## config.mk

```make
export PLATFORM = sky130hd
export DESIGN_NAME = tm1638_display_arbiter
export DESIGN_NICKNAME = d
export VERILOG_FILES = /design/src/rtl/tm1638_arb_pkg.sv /design/src/rtl/tm1638_display_arbiter_rr_pick.sv /design/src/rtl/tm1638_display_arbiter.sv
export SDC_FILE = /design/constraint.sdc
export NUM_CORES = 1
export LEC_CHECK = 0
export BUFFER_PORTS_ARGS = -buffer_cell sky130_fd_sc_hd__buf_2
export CAP_MARGIN = 20
export CORE_AREA = 2 2 107 109
export CTS_BUF_LIST = sky130_fd_sc_hd__clkbuf_16
export DETAILED_ROUTE_END_ITERATION = 16
export DIE_AREA = 0 0 109 111
export SYNTH_ARGS = -nofsm -noshare
export SYNTH_HDL_FRONTEND = slang
export SYNTH_SLANG_ARGS = --single-unit
```

## constraint.sdc

```tcl
create_clock -name clk -period 2.4 [get_ports clk]
set_input_delay 0.24 -clock clk [delete_from_list [all_inputs] [get_ports clk]]
set_output_delay 0.24 -clock clk [all_outputs]
set_load 0.005 [all_outputs]
```

## src/rtl/tm1638_arb_pkg.sv

```systemverilog
// -----------------------------------------------------------------------------
// tm1638_arb_pkg
// Shared types and helpers for the TM1638 display arbiter.
//   state_t  : arbiter FSM states {IDLE, OWN, SWITCH}
//   w_seg    : segment bus width (hgfedcba)
//   max_req  : largest supported requester count
//   w_idx    : width of a requester index
//   rr_next  : round-robin selection of the first request after 'last'
// -----------------------------------------------------------------------------
package tm1638_arb_pkg;

    typedef enum logic [1:0] {
        IDLE   = 2'd0,
        OWN    = 2'd1,
        SWITCH = 2'd2
    } state_t;

    localparam int w_seg   = 8;
    localparam int max_req = 8;
    localparam int w_idx   = 3;

    // Returns the first requester strictly after 'last', wrapping n-1 -> 0.
    // 'last' itself is considered only after every other requester.
    // If no request is set, 'last' is returned unchanged.
    // The scan runs from the farthest candidate to the nearest, so the
    // nearest set request is the one that survives.
    function automatic logic [w_idx-1:0] rr_next(
        input logic [max_req-1:0] req,
        input logic [w_idx-1:0]   last,
        input int                 n
    );
        logic [w_idx-1:0] pick;
        logic [w_idx-1:0] idx;
        pick = last;
        for (int k = n; k >= 1; k--) begin
            idx = w_idx'((int'(last) + k) % n);
            if (req[idx]) begin
                pick = idx;
            end
        end
        return pick;
    endfunction

endpackage

```

## src/rtl/tm1638_display_arbiter_rr_pick.sv

```systemverilog
// -----------------------------------------------------------------------------
// tm1638_display_arbiter_rr_pick
// Combinational round-robin picker, usable by any small arbiter.
// Ports:
//   req  in  n_req  request vector
//   last in  w_idx  index of the previous winner
//   pick out w_idx  first requester after 'last' (wrapping)
//   any  out 1      at least one request is set
// -----------------------------------------------------------------------------
module tm1638_display_arbiter_rr_pick
    import tm1638_arb_pkg::*;
#(
    parameter int n_req = 2
) (
    input  logic [n_req-1:0] req,
    input  logic [w_idx-1:0] last,
    output logic [w_idx-1:0] pick,
    output logic             any
);

    logic [max_req-1:0] req_pad;

    always_comb begin
        req_pad              = '0;
        req_pad[n_req-1:0]   = req;
    end

    assign pick = rr_next(req_pad, last, n_req);
    assign any  = |req;

endmodule

```

## src/rtl/tm1638_display_arbiter.sv

```systemverilog
// -----------------------------------------------------------------------------
// tm1638_display_arbiter
// Shares one TM1638 board (8 digits, 8 LEDs) among n_req requesters with a
// round-robin grant and a minimum ownership timeslice. The owner's segment,
// digit and LED data are registered and driven to tm1638_board_controller.
// Ports:
//   clk, rst (async, active-high)
//   req          in  n_req          level request per requester
//   hgfedcba_in  in  n_req*8        segments, requester i at [i*8 +: 8]
//   digit_in     in  n_req*w_digit  digit enables, requester i at [i*w_digit +: w_digit]
//   led_in       in  n_req*w_led    LEDs, requester i at [i*w_led +: w_led]
//   gnt          out n_req          registered one-hot grant
//   owner_valid  out 1              |gnt
//   hgfedcba, digit, led  out       registered owner data (0 when no owner)
// Configuration macro: TM1638_ARB_OWNER_LED_EN
//   defined     : led[n_req-1:0] shows the grant, upper bits the owner's LEDs
//   not defined : led is the owner's full led_in slice
// -----------------------------------------------------------------------------
module tm1638_display_arbiter
    import tm1638_arb_pkg::*;
#(
    parameter int clk_mhz  = 27,
    parameter int n_req    = 2,
    parameter int w_digit  = 8,
    parameter int w_led    = 8,
    parameter int slice_ms = 1000
) (
    input  logic                       clk,
    input  logic                       rst,
    input  logic [n_req-1:0]           req,
    input  logic [n_req*w_seg-1:0]     hgfedcba_in,
    input  logic [n_req*w_digit-1:0]   digit_in,
    input  logic [n_req*w_led-1:0]     led_in,
    output logic [n_req-1:0]           gnt,
    output logic                       owner_valid,
    output logic [w_seg-1:0]           hgfedcba,
    output logic [w_digit-1:0]         digit,
    output logic [w_led-1:0]           led
);

    localparam int SLICE = clk_mhz * 1000 * slice_ms;
    localparam int W_CNT = $clog2(SLICE + 1);
    localparam logic [W_CNT-1:0] SLICE_M1 = W_CNT'(SLICE - 1);

    if (n_req < 2 || n_req > max_req) begin : g_bad_n_req
        $error("tm1638_display_arbiter: n_req must be 2..8");
    end

    state_t             state_q, state_d;
    logic [n_req-1:0]   gnt_q, gnt_d;
    logic [w_idx-1:0]   last_q, last_d;
    logic [W_CNT-1:0]   cnt_q, cnt_d;
    logic [w_seg-1:0]   seg_q, seg_d;
    logic [w_digit-1:0] digit_q, digit_d;
    logic [w_led-1:0]   led_q, led_d;

    logic [w_idx-1:0]   pick;
    logic               any_req;
    logic [n_req-1:0]   pick_oh;
    logic               owner_req;
    logic               other_req;
    logic [n_req-1:0]   stable_gnt;

    // Per-requester views of the packed input buses.
    logic [w_seg-1:0]   seg_arr   [n_req];
    logic [w_digit-1:0] digit_arr [n_req];
    logic [w_led-1:0]   led_arr   [n_req];

    for (genvar gi = 0; gi < n_req; gi++) begin : g_unpack
        assign seg_arr[gi]   = hgfedcba_in[gi*w_seg +: w_seg];
        assign digit_arr[gi] = digit_in[gi*w_digit +: w_digit];
        assign led_arr[gi]   = led_in[gi*w_led +: w_led];
    end

    tm1638_display_arbiter_rr_pick #(
        .n_req (n_req)
    ) u_rr_pick (
        .req  (req),
        .last (last_q),
        .pick (pick),
        .any  (any_req)
    );

    always_comb begin
        pick_oh = '0;
        for (int i = 0; i < n_req; i++) begin
            pick_oh[i] = (pick == w_idx'(i));
        end
    end

    // While owning, gnt_q is the owner's one-hot, so masking req with it
    // separates the owner's request from everybody else's.
    assign owner_req = |(req & gnt_q);
    assign other_req = |(req & ~gnt_q);

    always_comb begin
        state_d = state_q;
        gnt_d   = gnt_q;
        last_d  = last_q;
        cnt_d   = cnt_q;
        case (state_q)
            IDLE: begin
                if (any_req) begin
                    gnt_d   = pick_oh;
                    last_d  = pick;
                    cnt_d   = SLICE_M1;
                    state_d = OWN;
                end
            end
            OWN: begin
                if (!owner_req) begin
                    gnt_d   = '0;
                    state_d = SWITCH;
                end else if (cnt_q == '0) begin
                    // Slice used up: rotate only if somebody else is waiting,
                    // otherwise keep the grant with the counter parked at 0.
                    if (other_req) begin
                        gnt_d   = '0;
                        state_d = SWITCH;
                    end
                end else begin
                    cnt_d = cnt_q - W_CNT'(1);
                end
            end
            SWITCH: begin
                if (any_req) begin
                    gnt_d   = pick_oh;
                    last_d  = pick;
                    cnt_d   = SLICE_M1;
                    state_d = OWN;
                end else begin
                    gnt_d   = '0;
                    state_d = IDLE;
                end
            end
            default: begin
                gnt_d   = '0;
                state_d = IDLE;
            end
        endcase
    end

    // Data is taken only from a requester whose grant is held both this cycle
    // and the next. Every ownership change passes through gnt=0, so the
    // outputs blank on the cycle the grant drops and stay blank on the first
    // cycle of a new grant: two owners' data can never overlap.
    assign stable_gnt = gnt_q & gnt_d;

    always_comb begin
        seg_d   = '0;
        digit_d = '0;
        led_d   = '0;
        for (int i = 0; i < n_req; i++) begin
            if (stable_gnt[i]) begin
                seg_d   = seg_arr[i];
                digit_d = digit_arr[i];
                led_d   = led_arr[i];
            end
        end
`ifdef TM1638_ARB_OWNER_LED_EN
        // Low LEDs become an owner indicator.
        for (int i = 0; i < n_req; i++) begin
            led_d[i] = stable_gnt[i];
        end
`endif
    end

`ifdef TM1638_ARB_OWNER_LED_EN
    if (n_req > w_led) begin : g_bad_led_width
        $error("tm1638_display_arbiter: owner LED indicator needs n_req <= w_led");
    end
`endif

    always_ff @(posedge clk or posedge rst) begin
        if (rst) begin
            state_q <= IDLE;
            gnt_q   <= '0;
            last_q  <= w_idx'(n_req - 1);
            cnt_q   <= '0;
            seg_q   <= '0;
            digit_q <= '0;
            led_q   <= '0;
        end else begin
            state_q <= state_d;
            gnt_q   <= gnt_d;
            last_q  <= last_d;
            cnt_q   <= cnt_d;
            seg_q   <= seg_d;
            digit_q <= digit_d;
            led_q   <= led_d;
        end
    end

    assign gnt         = gnt_q;
    assign owner_valid = |gnt_q;
    assign hgfedcba    = seg_q;
    assign digit       = digit_q;
    assign led         = led_q;

endmodule
```

## After elaboration in Yosys (flattened, before gate mapping)

Cells that the tools add are included.

| storage, ports and cells | value |
|---|---|
| flip-flop bits (word level) | 56 |
| input port bits | 52 |
| output and inout port bits | 27 |

| cells by class | value |
|---|---|
| add/subtract/negate cells | 3 |
| order comparisons | 2 |
| equality and inequality tests | 9 |
| mux-type cells | 28 |
| bitwise logic cells | 6 |
| reduce and logical (&&, ||, !) cells | 12 |

Operator list:

| kind | count |
|---|---|
| 2-to-1 mux 25 bit | 3 |
| case mux 25 bit (2 select lines) | 1 |
| 2-to-1 mux 8 bit | 6 |
| zero test 25 bit | 1 |
| subtractor 25 x 1 -> 25 bit (second input constant) | 1 |
| 2-to-1 mux 2 bit | 9 |
| case mux 2 bit (3 select lines) | 2 |
| OR reduction 2 bit | 5 |
| less-than comparator 3 x 4 -> 1 bit (second input constant) | 2 |
| AND 2 bit | 3 |
| 2-to-1 mux 3 bit | 2 |
| inequality test 2 bit (second input constant) | 3 |
| inequality test 3 bit (second input constant) | 2 |
| binary-select mux 1 bit (select 2 bit) | 2 |
| AND reduction 4 bit | 1 |
| equality test 3 x 1 -> 1 bit (second input constant) | 1 |
| zero test 3 bit | 1 |
| 2-to-1 mux 1 bit | 3 |
| AND reduction 3 bit | 1 |
| adder 1 bit (second input constant) | 2 |
| AND 1 bit (first input constant) | 2 |
| equality test 2 x 1 -> 1 bit (second input constant) | 1 |
| equality test 2 bit (second input constant) | 1 |
| zero test 2 bit | 1 |
| other kinds (4) | 4 |

## Longest topological paths before layout

| logic depth | value |
|---|---|
| depth after elaboration | 12 |
| depth in mapped cells | 9 |

## Cells and area by module

From an unflattened synthesis, not the netlist that was laid out.

| second synthesis, totals | value |
|---|---|
| cells, all modules | 242 |
| area, all modules | 2601.2 µm² |

Modules (own cells, without submodules):

| module | instances | cells an instance | area an instance (µm²) |
|---|---|---|---|
| tm1638_display_arbiter | 1 | 235 | 2558.7 |
| tm1638_display_arbiter_rr_pick | 1 | 7 | 42.5 |

## Worst setup path before layout

Ideal clock, no wire load.

| timing path | value |
|---|---|
| path type | register to register |
| from | reg cnt_q[0] |
| to | reg digit_q[5] (netlist: digit[5]) |
| library setup time | 0.125 ns |
| arrival | 2.193 ns |
| setup slack | 0.082 ns |
| stages on the path, launching flop included | 9 |
| path buffers | 1 |
| cells stage by stage | dfrtp_1 > inv_1 > ha_1 > nor4b_2 > nand4_4 > o41a_1 > o21ai_4 > buf_6 > mux2_2 |

| on the way | value |
|---|---|
| word-level cells in the longest chain between the ends | 7 |

RTL lines:

| item | line | RTL |
|---|---|---|
| start, declared | tm1638_display_arbiter.sv:52 | `logic [W_CNT-1:0] cnt_q, cnt_d;` |
| start signal, assigned | tm1638_display_arbiter.sv:187 | `cnt_q <= cnt_d;` |
| zero test 25 bit * | tm1638_display_arbiter.sv:114 | `end else if (cnt_q == '0) begin` |
| 2-to-1 mux 2 bit * | tm1638_display_arbiter.sv:114 |  |
| 2-to-1 mux 2 bit * | tm1638_display_arbiter.sv:111 | `if (!owner_req) begin` |
| case mux 2 bit (3 select lines) * | tm1638_display_arbiter.sv:101 | `case (state_q)` |
| AND 2 bit * | tm1638_display_arbiter.sv:147 | `assign stable_gnt = gnt_q & gnt_d;` |
| 2-to-1 mux 8 bit | tm1638_display_arbiter.sv:154 | `if (stable_gnt[i]) begin` |
| 2-to-1 mux 8 bit * | tm1638_display_arbiter.sv:154 |  |
| via digit_d[5] | tm1638_display_arbiter.sv:54 | `logic [w_digit-1:0] digit_q, digit_d;` |
| end signal, assigned | tm1638_display_arbiter.sv:189 | `digit_q <= digit_d;` |
| end, declared | tm1638_display_arbiter.sv:54 |  |

Mark *: on every way through the listed nets, which the timed path passes. The rest lies on a longest branch.
A chain may end at the register's enable or synchronous reset.

## Worst setup path after layout

| timing path | value |
|---|---|
| from | reg cnt_q[1] |
| to | reg seg_q[3] (netlist: hgfedcba[3]) |

| on the way | value |
|---|---|
| word-level cells in the longest chain between the ends | 7 |

RTL lines:

| item | line | RTL |
|---|---|---|
| zero test 25 bit * | tm1638_display_arbiter.sv:114 |  |
| 2-to-1 mux 2 bit * | tm1638_display_arbiter.sv:114 |  |
| 2-to-1 mux 2 bit * | tm1638_display_arbiter.sv:111 |  |
| case mux 2 bit (3 select lines) * | tm1638_display_arbiter.sv:101 |  |
| AND 2 bit * | tm1638_display_arbiter.sv:147 |  |
| 2-to-1 mux 8 bit | tm1638_display_arbiter.sv:154 |  |
| 2-to-1 mux 8 bit * | tm1638_display_arbiter.sv:154 |  |
| via seg_d[3] | tm1638_display_arbiter.sv:53 | `logic [w_seg-1:0] seg_q, seg_d;` |
| end signal, assigned | tm1638_display_arbiter.sv:188 | `seg_q <= seg_d;` |
| end, declared | tm1638_display_arbiter.sv:53 |  |

Marked as above.

==> flow_summary.ini <==
[run]
cap_violations = 0

[routing]
avgRoutedWirePerCell_um = 14.4
via_per_inst = 4.83
routed_wl_um = 7870
num_vias = 2635
drt_iter0_drc = 63
antenna_left = 0
firstDrtPassIters = 4
remaining_drc_errors = 0

[logic_synthesis]
syn-mean-instance-area_um2 = 9.97
yosysTopAreaCellShare = 0.456
synthCells = 292
synth_area_leader_cell = dfrtp_1
synth-edff-count = 0
synth.distinct_cells = 52
ys_ff_latch = 54
synth_warnings = 0
synth_ff_type = dfrtp_1
synthArstFlopShare = 1.00
yosysSeqAreaShare = 0.465
postSynthNetCount = 346
yosys-top-cells-area = dfrtp_1 46%, mux2_1 7.3%, a21oi_1 5.5%, nand2_1 4.6%, or4_1 2.6%
synth_area_um2 = 2910

[global_route]
antenna_found_initial = 0
grt_pass1_wl_um = 12800
grt_max_degree = 28
overflow = 0
track_usage = 0.130
grt_pass1_vias = 2665

[critical_path]
r2r-start = cnt_q[1]
worstSetupEndpointType = flop
critPathKind = reg2reg
cp.arrival_ns = 2.62
reg2reg_to = hgfedcba[3]
reg2reg_depth = 9
rrSetupSlack_ns = -0.04
crit_required_ns = 2.58
critPathLaunchType = flop
worstPathMaxFanout = 5

[placement]
gp_congestion = 0.772
port_buffers = 78
dpl.hpwl_um = 5390

[clock_network]
cts.sinks = 54
cts_tree = yes
root_buffer = clkbuf_16
clk_pin_slew_ns = 0.07
clock_latency_ns = 0.29
cts.path.max_buffers = 2
numCtsBuffers = 5
htreeDepth = 2

[finish]
fin_util = 0.363
num_antenna_cells = 0
fin_nets = 455
final_common_cell = buf_2
area_growth_pct = 37.9
mostFrequentLayoutCells = 78 x buf_2, 53 x dfrtp_1, 36 x nand2_1
num-fill-cells = 1089
drive_above_1_share = 0.400

[worst_hold_path]
hold_class = in2reg
hold_depth = 2
hold_path_startpoint = digit_in[9]
min_to = digit[1]

[sta]
clock_skew_ns = 0.00649
fin_crit_ns = 2.44
max_slew_margin = 0.679
hold_viol = 0
max_freq_mhz = 410
worstMarginPinSlew_ns = 0.482
slew_violations = 0
finalSetupViolCount = 24
setup_ws_ns = -0.0393
min_period_over_period = 1.02
tns_ns = -0.576
rsz0062_at_grt = yes

[die]
die_area_um2 = 12100
fp.coreArea_um2 = 11100
start_util = 0.263
die_h_um = 111
die_x_um = 109
io_pins = 79
fp-row-count = 39

[status]
violations = setup timing
status = complete, but fails checks

[power_and_ir_drop]
cellPowerDensity_nw_per_um2 = 774
ir_drop_uv = 433
p_leak_nw = 1.78
worst max path at each step:
stage / depth (start not counted) / slack (ns) / from / endpoint
after floorplan: 8 / 0.08 / cnt_q[0] / digit[5]
after global placement: 8 / 0.04 / cnt_q[0] / led[0]
after detailed placement: 8 / -0.04 / cnt_q[0] / digit[5]
after CTS: 8 / 0.02 / cnt_q[0] / digit[7]
after global routing: 9 / -0.12 / cnt_q[1] / led[5]
final: 9 / -0.04 / cnt_q[1] / hgfedcba[3]
metal layers:
layer  GRT usage  vias up  routed length, um
li1            -     1301                  -
met1       0.168     1268               3490
met2       0.219       62               3980
met3      0.0335        4                376
met4      0.0239        0                 29
met5           0        -                  0
worst max-delay path: stages (launching register included):
cell and delay [ns]:
dfrtp_1 0.42, inv_2 0.10, ha_4 0.12, nor4b_4 0.25
nand4_4 0.15, o41a_1 0.50, o21ai_4 0.18, buf_12 0.14
buf_4 0.13, mux2_1 0.32
Yosys cell counts, types with 3 or more instances:
cell / number
o31ai_1: 6
or4_1: 10
and2_1: 3
or3_1: 9
nand3_1: 14
nand4_1: 3
nor4_2: 4
nor2_1: 9
mux2_1: 19
o21ai_0: 14
a21oi_1: 32
clkbuf_1: 8
inv_1: 5
a211oi_1: 3
dfrtp_1: 53
or2_2: 5
mux2_2: 5
nand2_1: 36
nor2b_1: 3
nand2b_1: 4
nor3_1: 5
a31oi_1: 3
where the power goes:
part / switching [mW] / internal, mW / leakage, nW
Combinational: 0.619 / 0.605 / 1.07
Clock: 0.339 / 0.384 / 0.0672
Sequential: 0.0829 / 1.08 / 0.639
state kept, by name, indices dropped and copies added, names as in the netlist:
register / cells
led: 8
state_q: 2
hgfedcba: 8
digit: 8
cnt_q: 25
last_q: 1
gnt: 2
through the flow:
stage / std cells / hold WS (ns) / instance area, um2 / setup slack (ns) / power [mW]
after floorplan: 292 / 0.372 / 2910 / 0.0819 / 1.77
after global placement: 524 / 0.241 / 3630 / 0.0367 / 2.17
after detailed placement: 524 / 0.259 / 3630 / -0.0433 / 2.18
after CTS: 533 / 0.150 / 3790 / 0.0247 / 2.91
after global routing: 545 / 0.154 / 4020 / -0.123 / 3.30
final: 545 / 0.158 / 4020 / -0.0393 / 3.11
timing repair:
item	in CTS	in global routing
gates resized for setup	1	22
setup endpoints to repair	21	26
setup buffers	0	9
gates cloned	0	3
pin swaps	0	4
hold buffers	1	0
endpoints found under the hold margin	15	0
cell type report:
| cell class | count | area, um2 | area share |
|---|---|---|---|
| Timing Repair Buffer | 117 | 766 | 0.191 |
| Clock inverter | 3 | 18.8 | 0.00467 |
| Tap cell | 143 | 179 | 0.0445 |
| Clock buffer | 5 | 125 | 0.0312 |
| Inverter | 5 | 18.8 | 0.00467 |
| Multi-Input combinational cell | 218 | 1560 | 0.388 |
| Sequential cell | 54 | 1350 | 0.337 |
logic make-up (layout without fill, tap and decap cells):
family	after synthesis	in the layout	synth area share
DFF	54	54	0.465
muxes	25	25	0.0963
adders and majority gates	2	2	0.00859
buffers and inverters	20	130	0.0344
and+or+nand+nor	114	114	0.227
xor gates and xnor gates	2	2	0.00602
AOI/OAI and AO/OA	75	75	0.163
(Power assumes the default switching activity.)
